[src/rtl/fir_iq_scheduler.sv]
// fir_iq_scheduler: shares one FIR core between I and Q, re-pairs the results and scales them to OUT_W.
// Define FIR_SAT_EN to clamp out-of-range scaled results; otherwise the low OUT_W bits are kept.
module fir_iq_scheduler #(
    parameter int IN_W    = 18,
    parameter int ACC_W   = 34,
    parameter int OUT_W   = 16,
    parameter int SHIFT   = 15,
    parameter int CLR_CYC = 2
) (
    input  logic                    clk,
    input  logic                    sclr,
    input  logic                    flush,
    input  logic signed [IN_W-1:0]  in_i,
    input  logic signed [IN_W-1:0]  in_q,
    input  logic                    in_valid,
    output logic                    in_ready,
    output logic                    fir_sclr,
    output logic                    fir_nd,
    output logic signed [IN_W-1:0]  fir_din,
    input  logic                    fir_rfd,
    input  logic                    fir_rdy,
    input  logic signed [ACC_W-1:0] fir_dout,
    output logic signed [OUT_W-1:0] out_i,
    output logic signed [OUT_W-1:0] out_q,
    output logic                    out_valid,
    output logic                    order_err
);
    typedef enum logic [1:0] {CLR, IDLE, SEND_I, SEND_Q} state_t;
    localparam int CW = $clog2(CLR_CYC);
    state_t state, state_nx;
    logic [CW-1:0] clr_cnt;
    logic signed [IN_W-1:0] buf_i, buf_q;
    logic signed [OUT_W-1:0] hold_i, scaled;
    logic [3:0] outst;
    logic chan, rdy_ok;
`ifdef FIR_SAT_EN
    localparam logic signed [ACC_W-1:0] SMAX = ACC_W'(2 ** (OUT_W - 1) - 1);
    localparam logic signed [ACC_W-1:0] SMIN = ~SMAX;
    logic signed [ACC_W-1:0] shifted;
    assign shifted = fir_dout >>> SHIFT;
    assign scaled  = shifted > SMAX ? OUT_W'(SMAX) : shifted < SMIN ? OUT_W'(SMIN) : OUT_W'(shifted);
`else
    assign scaled = OUT_W'(fir_dout >>> SHIFT);
`endif
    // results are ignored while the core is being cleared or on a stray rdy
    assign rdy_ok = fir_rdy && outst != 4'd0 && !fir_sclr && !flush;
    always_comb begin
        state_nx = state;
        in_ready = 1'b0;
        fir_sclr = 1'b0;
        fir_nd   = 1'b0;
        fir_din  = '0;
        case (state)
            CLR: begin
                fir_sclr = 1'b1;
                state_nx = clr_cnt == CW'(CLR_CYC - 1) ? IDLE : CLR;
            end
            IDLE: begin
                in_ready = !flush;
                state_nx = in_valid ? SEND_I : IDLE;
            end
            SEND_I: begin
                fir_din  = buf_i;
                fir_nd   = fir_rfd && !flush;
                state_nx = fir_rfd ? SEND_Q : SEND_I;
            end
            default: begin
                fir_din  = buf_q;
                fir_nd   = fir_rfd && !flush;
                state_nx = fir_rfd ? IDLE : SEND_Q;
            end
        endcase
        if (flush)
            state_nx = CLR;
    end
    always_ff @(posedge clk or posedge sclr) begin
        if (sclr) begin
            state     <= CLR;
            clr_cnt   <= '0;
            buf_i     <= '0;
            buf_q     <= '0;
            hold_i    <= '0;
            outst     <= '0;
            chan      <= 1'b0;
            out_i     <= '0;
            out_q     <= '0;
            out_valid <= 1'b0;
            order_err <= 1'b0;
        end else begin
            state     <= state_nx;
            clr_cnt   <= (state == CLR && state_nx == CLR) ? clr_cnt + 1'b1 : '0;
            out_valid <= 1'b0;
            if (fir_sclr || flush) begin
                buf_i  <= '0;
                buf_q  <= '0;
                hold_i <= '0;
                outst  <= '0;
                chan   <= 1'b0;
            end else begin
                if (in_ready && in_valid) begin
                    buf_i <= in_i;
                    buf_q <= in_q;
                end
                outst <= outst + {3'b0, fir_nd} - {3'b0, rdy_ok};
                if (fir_rdy && outst == 4'd0)
                    order_err <= 1'b1;
                if (rdy_ok) begin
                    chan <= !chan;
                    if (chan) begin
                        out_i     <= hold_i;
                        out_q     <= scaled;
                        out_valid <= 1'b1;
                    end else begin
                        hold_i <= scaled;
                    end
                end
            end
        end
    end
endmodule

[config.mk]
export PLATFORM = sky130hd
export DESIGN_NAME = fir_iq_scheduler
export DESIGN_NICKNAME = d
export VERILOG_FILES = /design/src/rtl/fir_iq_scheduler.sv
export SDC_FILE = /design/constraint.sdc
export NUM_CORES = 1
export LEC_CHECK = 0
export ABC_AREA = 0
export CORE_ASPECT_RATIO = 1.2
export CORE_MARGIN = 2
export CORE_UTILIZATION = 30
export DETAILED_ROUTE_END_ITERATION = 8
export PLACE_DENSITY = 0.58
export SLEW_MARGIN = 20
export SYNTH_ARGS = -nofsm -noshare
export SYNTH_HDL_FRONTEND = slang
export SYNTH_SLANG_ARGS = --single-unit
export TNS_END_PERCENT = 30
[constraint.sdc]
create_clock -name clk -period 4.7 [get_ports clk]
set_input_delay 1.41 -clock clk [delete_from_list [all_inputs] [get_ports clk]]
set_output_delay 1.41 -clock clk [all_outputs]
set_load 0.03 [all_outputs]
[Word-level counts from Yosys, hierarchy flattened]
Index checks and enable logic that the tools add are counted.
Cells by class
  $add $sub $neg: 3
  eq/ne operators: 3
  mux-type cells: 24
  bitwise operators: 1
  reductions and logical operators: 21
Operators with widths (count)
  $mux W18: 4
  $mux W16: 3
  $pmux W18 S2: 1
  $mux W1: 11
  $logic_and A1 B1 Y1: 7
  $mux W2: 3
  $pmux W2 S3: 1
  $add A4 B1 Y4: 1
  $logic_not A2 Y1: 2
  $logic_not A4 Y1: 1
  $mux W4: 1
  $reduce_and A2 Y1: 2
  $reduce_bool A2 Y1: 2
  $reduce_bool A4 Y1: 1
  $sub A4 B1 Y4: 1
  $logic_not A1 Y1: 3
  $reduce_and A3 Y1: 1
  $eq A2 B1 Y1 const B: 1
  $eq A2 B2 Y1 const B: 1
  $ne A2 B1 Y1 const B: 1
  $reduce_or A2 Y1: 1
  $add A1 B1 Y1 const B: 1
  $logic_or A1 B1 Y1: 1
  $not A1 Y1: 1
Word-level totals
  register bits: 94
  input port bits: 76
  output and inout bits: 55
  word-level logic and storage cells: 63

[Logic depth before layout (Yosys ltp)]
  word-level depth: 7
  mapped depth: 11

[Worst setup path after synthesis]
Ideal clock, no wire load.
  path kind: input-to-output
  start point: in flush
  end point: out fir_nd
  arrival: 2336 ps
  required time: 3290 ps
  path slack: 954 ps
  stages on the path: 2
  path buffers: 1
  cell sequence: buf_6 nor3b_1
Between the ends
  cells in the longest elaborated chain, start to end: 3
RTL lines
  start, declared: RTL line 12  | input logic flush,
  $logic_not A1 Y1: RTL line 64, 69
  $logic_and A1 B1 Y1: RTL line 64, 69
  $mux W1
  end, declared: RTL line 18  | output logic fir_nd,
No other way between the ends.

[Worst setup path after layout]
Same ends and word-level chain as after synthesis.

==> key figures <==
Clock network
  – H-tree levels: 3
  – Max Root-Sink Buffers: 2
  – CTS resizes: 0
  – TritonCTS buffer count: 9
  – CTS tree: yes
  – Post-CTS Setup Inserts: 0
  – Hold_buf cts: 0
  – Clk_lat worst skew: 0.33 ns
  – Clk slew on worst S/H paths: 0.07 ns
  – Root buffer cell: clkbuf_16
  – Total clock sinks: 94

Worst setup path
  – Worst endpoint required time: 3.29 ns
  – Cells on worst reg2reg path: 10
  – Crit Reg-Reg Endpoint: outst[2]
  – CP endpoint: fir_nd
  – WP data arrival: 2.99 ns
  – Worst setup SP type: input pin
  – Critical Path End Type: primary output
  – Crit-path max FO: 3
  – Reg2Reg Setup Slack: 2.09 ns
  – Worst reg2reg startpoint: outst[2]
  – Worst setup path start: flush
  – WS Path Type: input pin to primary output

Min path
  – Worst Hold Class: flip-flop to flip-flop

Status
  – Status: finished clean

STA
  – Fin Setup TNS: 0 ns
  – Slew HR: 45.4%
  – Fin crit share: 93.7%
  – Slew Viols, Final: 0
  – Fmax: 0.227 GHz
  – Final setup viols: 0
  – Worst Tran Pin Value: 0.818 ns
  – Tmin final: 4.40 ns
  – RSZ-0062 raised after global routing: no
  – Final Hold Fails: 0
  – Worst Skew: 0.00720 ns

Finish
  – Final Util: 41.8%
  – Antenna cells: 0
  – Area Growth Syn to Fin: 37.4%
  – Sequential cell area: 2350 sq um
  – Fraction of layout cells with a size suffix above 1: 14.0%
  – Most frequent cells in the layout: clkdlybuf4s50_1, dfrtp_1, a22o_1
  – Fill count: 1320
  – Final-stage net count: 506
  – Area of the multi-input gates: 1590 sq um
  – Most common cell after layout, fill and taps aside: clkdlybuf4s50_1

Power
  – Internal Pwr Total: 1.49 mW
  – Worst ir drop on vdd: 0.217 mV
  – Seq pwr share: 43.0%
  – Power Density: 349 nW/um^2
  – NetSw: 0.512 mW
  – Leak: 2.58 nW
  – Comb pwr share: 15.2%
  – Clock share of power: 41.8%
  – Net Sw Frac: 25.6%

Placement
  – IO buf count: 112
  – GPL Wtd Cong: 0.702
  – Post-DP HPWL: 6280 um

GRT
  – Gr usage total: 12.8%
  – Vias in the first global route: 2965
  – First-pass GRT wire length: 15400 um
  – Overflow after GRT: 0
  – Pin count of the biggest net entering global routing: 52
  – Initial antenna violation count: 0

Route
  – Final wirelength: 9240 um
  – Vias/cell: 4.79
  – DRT iter0 DRCs: 72
  – Drt drc: 0
  – Detail Route Antenna Nets: 0
  – Via count: 2874
  – Detailed Routing Iterations Pass 1: 4
  – Wirelength per Cell: 15.4 um

Synth
  – Cell Area, Synth: 4170 sq um
  – Syn. warnings: 0
  – EDFF count, synth: 0
  – Top_reg_cell synth: dfrtp_1
  – Syn_area_per_cell: 13.0 sq um
  – Register area share after synthesis: 56.4%
  – Yosys reg bits: 94
  – Syn_nets: 402
  – Post-synth ARST share: 100%
  – Synth cell types: 35
  – Mapped Cells: 320

Die
  – Die Height: 133 um
  – Initial core utilization: 30.4%
  – Width of the chip: 112 um
  – Ports: 131
  – Rows: 47
  – Core area: 13700 sq um
  – Die ar.: 14900 sq um

Flow run
  – Max-cap violations: 0
power groups by stage:
stage	combinational, mW	sequential (mW)	clock, mW
floorplan	0.201	0.871	0
global placement	0.308	0.874	0
detailed placement	0.310	0.874	0
CTS	0.311	0.860	0.859
global route	0.330	0.865	0.889
finish	0.305	0.860	0.836
logic make-up after synthesis:
kind of cell | count (synthesis) | synth area share, %
xor+xnor | 1 | 0.210
buf+inv | 35 | 5.34
fa+ha+maj | 6 | 1.98
mux | 51 | 15.8
flops | 94 | 56.4
compound gates | 64 | 11.7
simple gates | 69 | 8.49
per-stage QoR:
| step | instance area (sq um) | setup slack, ns | hold slack, ns | cells | power (mW) |
|---|---|---|---|---|---|
| 4_1_cts | 5730 | 0.283 | 0.429 | 600 | 2.03 |
| 3_5_place_dp | 5380 | 0.291 | 0.418 | 584 | 1.18 |
| 6_report | 5730 | 0.297 | 0.426 | 600 | 2.00 |
| 2_1_floorplan | 4170 | 0.841 | 0.403 | 320 | 1.07 |
| 5_1_grt | 5730 | 0.249 | 0.464 | 600 | 2.08 |
| 3_3_place_gp | 5380 | 0.297 | 0.415 | 584 | 1.18 |
cell type report:
class | count | share of cell area (%)
clock buffers | 9 | 3.93
clock inverters | 7 | 2.10
inverters | 9 | 0.612
multi-input cells | 191 | 27.8
flip-flops and latches | 94 | 41.1
well taps | 171 | 3.74
repair buffers | 119 | 20.7
cells in the mapped netlist, types with 2 or more instances:
cell       n  area (sq um)
nor2_1    21          78.8
buf_6      2          22.5
mux2_2     3          33.8
nand4_1   16           100
clkbuf_1   7          26.3
ha_1       5          62.6
mux2i_1   19           190
nand2b_1   2          12.5
dfrtp_1   94          2350
buf_4      4          30.0
inv_1      9          33.8
buf_12     3          60.1
mux2_4    29           435
nor3_1     2          10.0
nand2_1   18          67.6
buf_2     10          50.1
nor3b_1    2          15.0
and2_1     4          25.0
a21oi_1    2          10.0
o21ai_0   17          85.1
a21boi_0   2          15.0
a22o_1    36           315
worst min-delay path by stage:
stage	cells past startpoint	end	from	slack, ns
2_1_floorplan	1	clr_cnt	clr_cnt	0.40
3_3_place_gp	1	clr_cnt	clr_cnt	0.41
3_5_place_dp	1	clr_cnt	clr_cnt	0.42
4_1_cts	1	clr_cnt	clr_cnt	0.43
5_1_grt	1	clr_cnt	clr_cnt	0.46
6_report	1	clr_cnt	clr_cnt	0.43
worst max-delay path: stages:
cell and delay, ns:
clkdlybuf4s50_1 0.48, nor3b_1 0.35, clkdlybuf4s50_1 0.75
registers in the layout (all words and copies together), names as in the netlist:
signal	cells
buf_i	18
buf_q	18
hold_i	16
out_i	16
out_q	16
outst	4
state	2
chan	1
clr_cnt	1
order_err	1
out_valid	1
layer usage:
metal / global-route usage [%] / up-vias / wire length, um
met3: 3.50 / 8 / 681
li1: - / 1350 / -
met1: 17.5 / 1406 / 4350
met4: 4.73 / 0 / 106
met2: 19.5 / 110 / 4100
met5: 0 / - / 0
Note: power is estimated with default switching activity, not from simulation.
